--- src/rtl/pipe_stage_reg_pkg.sv ---
// Shared layout of the inter-stage pipeline bundles: widths and field offsets
// so every pipe_stage_reg instance packs and unpacks control/data the same way.
package pipe_stage_reg_pkg;

  localparam int IFID_CTRL_W  = 1;
  localparam int IFID_DATA_W  = 64;
  localparam int IDEX_CTRL_W  = 13;
  localparam int IDEX_DATA_W  = 186;
  localparam int EXMEM_CTRL_W = 5;
  localparam int EXMEM_DATA_W = 101;
  localparam int MEMWB_CTRL_W = 2;
  localparam int MEMWB_DATA_W = 69;

  localparam int DEPTH_MAX = 4;

  // ID/EX control bundle, WB bits at the top so later stages slice them off.
  typedef struct packed {
    logic       regWrite;
    logic       memToReg;
    logic       memRead;
    logic       wEnable;
    logic       branchSel;
    logic [1:0] regDst;
    logic       aluSrc;
    logic [3:0] aluOp;
    logic       jump;
  } idexCtrl_t;

  // ID/EX data field offsets (LSB of each field)
  localparam int IDEX_SHAMT_LSB  = 0;
  localparam int IDEX_FUNCT_LSB  = 5;
  localparam int IDEX_OP_LSB     = 11;
  localparam int IDEX_JTGT_LSB   = 17;
  localparam int IDEX_RD_LSB     = 43;
  localparam int IDEX_RT_LSB     = 48;
  localparam int IDEX_RS_LSB     = 53;
  localparam int IDEX_IMM_LSB    = 58;
  localparam int IDEX_RTDATA_LSB = 90;
  localparam int IDEX_RSDATA_LSB = 122;
  localparam int IDEX_PC4_LSB    = 154;

  // EX/MEM data field offsets
  localparam int EXMEM_RD_LSB     = 0;
  localparam int EXMEM_STDATA_LSB = 5;
  localparam int EXMEM_ALU_LSB    = 37;
  localparam int EXMEM_PC4_LSB    = 69;

  // MEM/WB data field offsets
  localparam int MEMWB_RD_LSB   = 0;
  localparam int MEMWB_ALU_LSB  = 5;
  localparam int MEMWB_LOAD_LSB = 37;

endpackage

--- src/rtl/pipe_stage_reg_slot.sv ---
// One pipeline slot holding {valid, ctrl, data}; a bubble clears valid/ctrl,
// load captures the upstream slot, neither means hold.
module pipe_stage_slot
  import pipe_stage_reg_pkg::*;
#(
  parameter int CTRL_W = IDEX_CTRL_W,
  parameter int DATA_W = IDEX_DATA_W
) (
  input  logic              Clock,
  input  logic              Reset,
  input  logic              Load,
  input  logic              Bubble,
  input  logic              ValidIn,
  input  logic [CTRL_W-1:0] CtrlIn,
  input  logic [DATA_W-1:0] DataIn,
  output logic              Valid,
  output logic [CTRL_W-1:0] Ctrl,
  output logic [DATA_W-1:0] Data
);

  always_ff @(posedge Clock) begin
    if (Reset) begin
      Valid <= 1'b0;
      Ctrl  <= '0;
      Data  <= '0;
    end else begin
      // ctrl is gated by valid so an empty slot can never assert a write downstream
      if (Bubble) begin
        Valid <= 1'b0;
        Ctrl  <= '0;
      end else if (Load) begin
        Valid <= ValidIn;
        Ctrl  <= ValidIn ? CtrlIn : '0;
      end
      if (Load) Data <= DataIn;
    end
  end

endmodule

--- src/rtl/pipe_stage_reg.sv ---
// DEPTH-deep inter-stage pipeline register with stall, flush bubbles and a
// saturating count of flush-inserted bubbles.
module pipe_stage_reg
  import pipe_stage_reg_pkg::*;
#(
  parameter int CTRL_W    = IDEX_CTRL_W,
  parameter int DATA_W    = IDEX_DATA_W,
  parameter int DEPTH     = 1,
  parameter int FLUSH_ALL = 0,
  parameter int CNT_W     = 16
) (
  input  logic              Clock,
  input  logic              Reset,
  input  logic              Stall,
  input  logic              Flush,
  input  logic              ValidIn,
  input  logic [CTRL_W-1:0] CtrlIn,
  input  logic [DATA_W-1:0] DataIn,
  output logic              ValidOut,
  output logic [CTRL_W-1:0] CtrlOut,
  output logic [DATA_W-1:0] DataOut,
  output logic [CNT_W-1:0]  BubbleCount
);

  if (DEPTH < 1 || DEPTH > DEPTH_MAX) begin : gBadDepth
    $error("pipe_stage_reg: DEPTH out of range");
  end

  logic [DEPTH-1:0]             stgValid, srcValid, stgLoad, stgBubble;
  logic [DEPTH-1:0][CTRL_W-1:0] stgCtrl, srcCtrl;
  logic [DEPTH-1:0][DATA_W-1:0] stgData, srcData;
  logic [CNT_W-1:0]             bubbleCnt;

  for (genvar g = 0; g < DEPTH; g++) begin : gStage
    if (g == 0) begin : gSrcIn
      assign srcValid[g] = ValidIn;
      assign srcCtrl[g]  = CtrlIn;
      assign srcData[g]  = DataIn;
    end else begin : gSrcPrev
      assign srcValid[g] = stgValid[g-1];
      assign srcCtrl[g]  = stgCtrl[g-1];
      assign srcData[g]  = stgData[g-1];
    end

    // Flush outranks stall; in single-stage mode only stage 0 takes the bubble
    // (with fresh data) while the rest keep draining.
    if (FLUSH_ALL != 0) begin : gFlushAll
      assign stgLoad[g]   = ~Flush & ~Stall;
      assign stgBubble[g] = Flush;
    end else if (g == 0) begin : gFlushHead
      assign stgLoad[g]   = Flush | ~Stall;
      assign stgBubble[g] = Flush;
    end else begin : gFlushPass
      assign stgLoad[g]   = Flush | ~Stall;
      assign stgBubble[g] = 1'b0;
    end

    pipe_stage_slot #(.CTRL_W(CTRL_W), .DATA_W(DATA_W)) uSlot (
      .Clock  (Clock),
      .Reset  (Reset),
      .Load   (stgLoad[g]),
      .Bubble (stgBubble[g]),
      .ValidIn(srcValid[g]),
      .CtrlIn (srcCtrl[g]),
      .DataIn (srcData[g]),
      .Valid  (stgValid[g]),
      .Ctrl   (stgCtrl[g]),
      .Data   (stgData[g])
    );
  end

  always_ff @(posedge Clock) begin
    if (Reset)
      bubbleCnt <= '0;
    else if (Flush && bubbleCnt != {CNT_W{1'b1}})
      bubbleCnt <= bubbleCnt + CNT_W'(1);
  end

  assign ValidOut    = stgValid[DEPTH-1];
  assign CtrlOut     = stgCtrl[DEPTH-1];
  assign DataOut     = stgData[DEPTH-1];
  assign BubbleCount = bubbleCnt;

endmodule

--- config.mk ---
export PLATFORM = sky130hd
export DESIGN_NAME = pipe_stage_reg
export DESIGN_NICKNAME = d
export VERILOG_FILES = /design/src/rtl/pipe_stage_reg_pkg.sv /design/src/rtl/pipe_stage_reg_slot.sv /design/src/rtl/pipe_stage_reg.sv
export SDC_FILE = /design/constraint.sdc
export NUM_CORES = 1
export LEC_CHECK = 0
export CAP_MARGIN = 0
export CELL_PAD_IN_SITES_DETAIL_PLACEMENT = 0
export CELL_PAD_IN_SITES_GLOBAL_PLACEMENT = 1
export CORE_ASPECT_RATIO = 2
export CORE_MARGIN = 2
export CORE_UTILIZATION = 24
export DETAILED_ROUTE_END_ITERATION = 10
export PLACE_DENSITY = 0.79
export REMOVE_ABC_BUFFERS = 1
export SLEW_MARGIN = 20
export SYNTH_ARGS = -nofsm -noshare
export SYNTH_HDL_FRONTEND = slang
export SYNTH_SLANG_ARGS = --single-unit
--- constraint.sdc ---
create_clock -name Clock -period 1.55 [get_ports Clock]
set_input_delay 0.31 -clock Clock [delete_from_list [all_inputs] [get_ports Clock]]
set_output_delay 0.31 -clock Clock [all_outputs]
set_load 0.01 [all_outputs]
; After elaboration in Yosys (flattened, before gate mapping)
; Index checks and enable logic that the tools add are counted.
[word_totals]
register_bits = 216
out_inout_bits = 216
word_cells = 11
[op_classes]
addsub = 1
n_eq_ne = 1
muxes = 1
n_bitwise = 2
reduce_logical = 2
[op_table]
columns = cell, count
row1 = $add A16 B1 Y16 const B, 1
row2 = $ne A16 B16 Y1 const B, 1
row3 = $mux W13, 1
row4 = $reduce_or A2 Y1, 1
row5 = $logic_and A1 B1 Y1, 1
row6 = $not A1 Y1, 1
row7 = $or A1 B1 Y1, 1

; Depth between registers and ports, before layout
[depth]
word_depth = 2
ltp_mapped = 6

; Hierarchy
; A second synthesis with hierarchy kept.
[unflattened]
hier_cells = 765
hier_area_um2 = 8200.4
[modules_own_cells]
columns = mod, instances, cells_each, area_per_inst_um2
row1 = pipe_stage_slot, 1, 662, 7322.0
row2 = pipe_stage_reg, 1, 103, 878.3

; Worst setup path before layout
; No wires, ideal clock.
[synth_path]
path_type = register to register
startpoint = reg bubbleCnt[0] (netlist: BubbleCount[0])
endpoint = reg bubbleCnt[1] (netlist: BubbleCount[1])
setup_ns = 0.128
t_arrival_ns = 1.521
required_time_ns = 1.422
slack_ns = -0.099
path_stages_with_launch = 7
synth_period_minus_slack_ns = 1.649
path_cell_list = dfxtp_1 -> ha_1 -> nand3_1 -> o41ai_2 -> buf_4 -> mux2i_1 -> nor2_1
[synth_between]
elab_chain_len = 2
elab_cells_between_ends = 3
[synth_lines]
columns = item, line
row1 = start: declaration, pipe_stage_reg.sv:32  ; logic [CNT_W-1:0] bubbleCnt;
row2 = start signal: assignment, pipe_stage_reg.sv:76  ; bubbleCnt <= bubbleCnt + CNT_W'(1);
row3 = "parallel branches: the longest is 2 deep, another holds $add A16 B1 Y16", --
; Parallel ways; which one is timed is not known.
; A chain may end at the register's enable or synchronous reset.

; Worst setup path after layout
[layout_path]
startpoint = reg bubbleCnt[1] (netlist: BubbleCount[1])
endpoint = reg bubbleCnt[10] (netlist: BubbleCount[10])
; Same word-level chain as after synthesis.

==> summary.md <==
| Metric | Value |
|---|---|
| Slew Limit Fails | 0 |
| Max Fclk | 630 MHz |
| Final setup viols | 4 |
| Path type of the worst setup path | reg -> reg |
| Placer Congestion | 0.842 |
| CTS root buf | clkbuf_16 |
| Leakage | 0.00603 uW |
| Routed wire length | 29500 um |
| Skew-Pair Late Insertion Delay | 0.50 ns |
| Crit path time final | 1.59 ns |
| Power density cells | 1010 nW/um^2 |
| Post-place instance area | 12800 sq um |
| Synth warn | 0 |
| Core area | 31400 sq um |
| Full die area | 33300 sq um |
| Post-synthesis compound-gate area fraction | 14.9% |
| First drt pass iteration count | 4 |
| CTS max path bufs | 3 |
| Required time of the critical path | 1.94 ns |
| Crit. Startpoint | BubbleCount[1]$_SDFFE_PP0P_ |
| CP Cell Sequence | ha_4, buf_6, nand4_1, buf_4, a2111oi_4, xnor2_1, nor2_1 |
| Startpoint Class | register |
| Drt wl/cell | 16.0 um |
| First-pass GRT wire length | 44100 um |
| Mapped cell area | 7630 sq um |
| CTS tree | done |
| Combinational Power Share | 14.4% |
| Final Hold Slack | 0.153 ns |
| Yosys cell types | 36 |
| Final Power | 13600 uW |
| Post-synth EDFFs | 0 |
| Top FF cell, synth | dfxtp_1 |
| Sw Pwr | 3280 uW |
| Final ANT Viol Nets | 0 |
| Overall routing resource usage | 16.9% |
| Failing checks | setup timing |
| Cells after Synth | 964 |
| Slowest-stage cell, CP | dfxtp_2 |
| Clock sink count | 216 |
| Int Pwr | 10300 uW |
| Initial Util | 24.3% |
| Reg power frac | 44.2% |
| H-tree Lvls | 1 |
| Post-route cell area | 13500 sq um |
| DRC viols | 0 |
| Die Height | 256 um |
| Vias in the first global route | 7780 |
| Clock network fraction of design power | 41.4% |
| DP Worst Slack | -0.357 ns |
| CP arrival | 1.97 ns |
| Slew @ Worst Pin | 0.440 ns |
| Layout cells sized above 1 | 10.9% |
| RSZ-0062 raised after global routing | true |
| Largest stage delay, worst path | 0.35 ns |
| Final nets | 1610 |
| Adder-Cell Fraction of Synth Area | 0.164% |
| Total CTS buffers | 21 |
| Grt ovf | 0 |
| Area added between synthesis and finish | 76.3% |
| Maximum VDD drop | 0.000925 V |
| Endpoint type of the worst setup path | register |
| Post-synthesis mux area share | 0.541% |
| Initial antenna violation count | 3 |
| Synth async-reset ratio | 0% |
| Total number of vias | 8010 |
| Period Utilization, post-route | 102% |
| Largest family of logic cells by synthesized area | simple AND/OR/NAND/NOR gates |
| #FFs+latches synth | 216 |
| Final Hold Vio Count | 0 |
| Placement row count | 92 |
| Layout Skew | 0.00346 ns |
| Setup ws final | -0.0361 ns |
| Vias per cell | 4.35 |
| Status | complete, but fails checks |
| R2R Path Start | BubbleCount[1]$_SDFFE_PP0P_ |
| Switching share of power | 24.1% |
| CP Max Fanout | 4 |
| Slew margin rel. | 70.7% |
| Number of max-cap violations | 0 |
| Die X-Extent | 130 um |
| IO Count | 420 |
| Hold Path Class | in -> reg |
| CTS clk-pin slew, worst paths | 0.06 ns |
| Finished Core Util | 42.8% |
| Hold-fix buffer count after cts | 0 |
| Buffers on Ports | 419 |
| Sequential area share after synthesis | 56.6% |
| Pin count of the biggest net entering global routing | 85 |
| Synthesized area per cell | 7.92 sq um |
| Drt initial violations | 254 |
| XOR/XNOR share of the synthesized area | 0.459% |
| Hpwl dp | 21700 um |
| Hold_sp | Reset |
| Post-Synth Simple-Gate Area | 23.5% |
## cell usage in the layout (no fill, tap or decap), types with 3 or more instances in the layout
cell type and n:
nor3_1 3, clkdlybuf4s50_1 202, clkbuf_8 5, clkdlybuf4s15_2 10
or3_1 4, nand2_1 393, dlygate4sd2_1 199, clkbuf_16 21
buf_2 6, dfxtp_1 203, buf_12 19, buf_4 42
dfxtp_2 13, a21oi_1 206, buf_6 10, nor2_1 11
nand3_1 17, mux2i_1 3, and4_4 3, o21ai_0 4
bufinv_16 4, nand4_1 7
## state kept, by name (all words and copies together), names as in the netlist
signal / flops
BubbleCount: 16
gStage.uSlot.Ctrl: 13
gStage.uSlot.Data: 186
gStage.uSlot.Valid: 1
## cell usage after synthesis (all sizes together) (2+ instances only)
| library cell | n | area [sq um] |
|---|---|---|
| nand2 | 393 | 1480 |
| dfxtp | 216 | 4320 |
| a21oi | 207 | 1040 |
| clkbuf | 55 | 206 |
| nand3 | 19 | 100 |
| buf | 15 | 77.6 |
| nor2 | 11 | 41.3 |
| nand4 | 7 | 43.8 |
| and4 | 4 | 41.3 |
| o21ai | 4 | 20.0 |
| or3 | 4 | 25.0 |
| mux2i | 3 | 30.0 |
| nor3 | 3 | 15.0 |
| xnor2 | 3 | 26.3 |
| a211oi | 2 | 15.0 |
| nand2b | 2 | 12.5 |
| nor2b | 2 | 12.5 |
## final cells by class
class,instances,area [sq um]
well taps,423,529
flip-flops and latches,216,4340
repair buffers,489,4730
clock buffers,28,602
diodes,1,2.50
clock inverters,8,146
multi-input cells,677,3110
fillers,3217,18000
## worst paths after layout
check | slack, ns | depth (start not counted) | endpoint
hold reg to reg | 0.44 | 2 | gStage[0].uSlot.Data[82]$_SDFFE_PP0P_
hold / removal | 0.15 | 2 | gStage[0].uSlot.Data[15]$_SDFFE_PP0P_
setup / recovery | -0.04 | 7 | BubbleCount[10]$_SDFFE_PP0P_
setup reg to reg | -0.04 | 7 | BubbleCount[10]$_SDFFE_PP0P_
## per-layer routing
metal	share of wire [%]	global-route usage (%)
met1	36	17.6
met2	55	32.0
met3	5.4	2.94
met4	4.1	7.71
met5	0.088	0
## critical path, delay by kind of cell (launching register included)
family | cells | cell delay (ns)
DFF | 1 | 0.35
AOI/OAI and AO/OA | 1 | 0.22
buffers and inverters | 2 | 0.33
adders and majority gates | 1 | 0.15
and+or+nand+nor | 2 | 0.25
xor gates and xnor gates | 1 | 0.18
## power groups by stage
stage / combinational, uW / clock [uW] / sequential [uW]
4_1_cts: 1990 / 5840 / 6010
5_1_grt: 2120 / 6060 / 6050
2_1_floorplan: 509 / 0 / 6290
6_report: 1960 / 5620 / 6010
3_3_place_gp: 2170 / 0 / 6140
3_5_place_dp: 2190 / 0 / 6140
## timing repair
item                                    CTS  global route
endpoints found under the setup margin  228            28
setup buffers                             5             2
gates resized for setup                 274            15
pin swaps                                 9             6
## kinds of logic after synthesis
logic type / after synthesis
multiplexers: 4
flip-flops: 216
AND/OR/NAND/NOR: 449
buffers and inverters: 71
XOR/XNOR: 4
AO/OA/AOI/OAI: 219
adder cells (fa/ha/maj): 1
## stage by stage
step / TNS (ns) / std cells
6_report: -0.0669 / 1842
5_1_grt: -0.921 / 1842
4_1_cts: -0.0194 / 1839
3_5_place_dp: -41.61 / 1798
3_3_place_gp: -39.30 / 1798
2_1_floorplan: -1120.21 / 893
(Power assumes the default switching activity.)
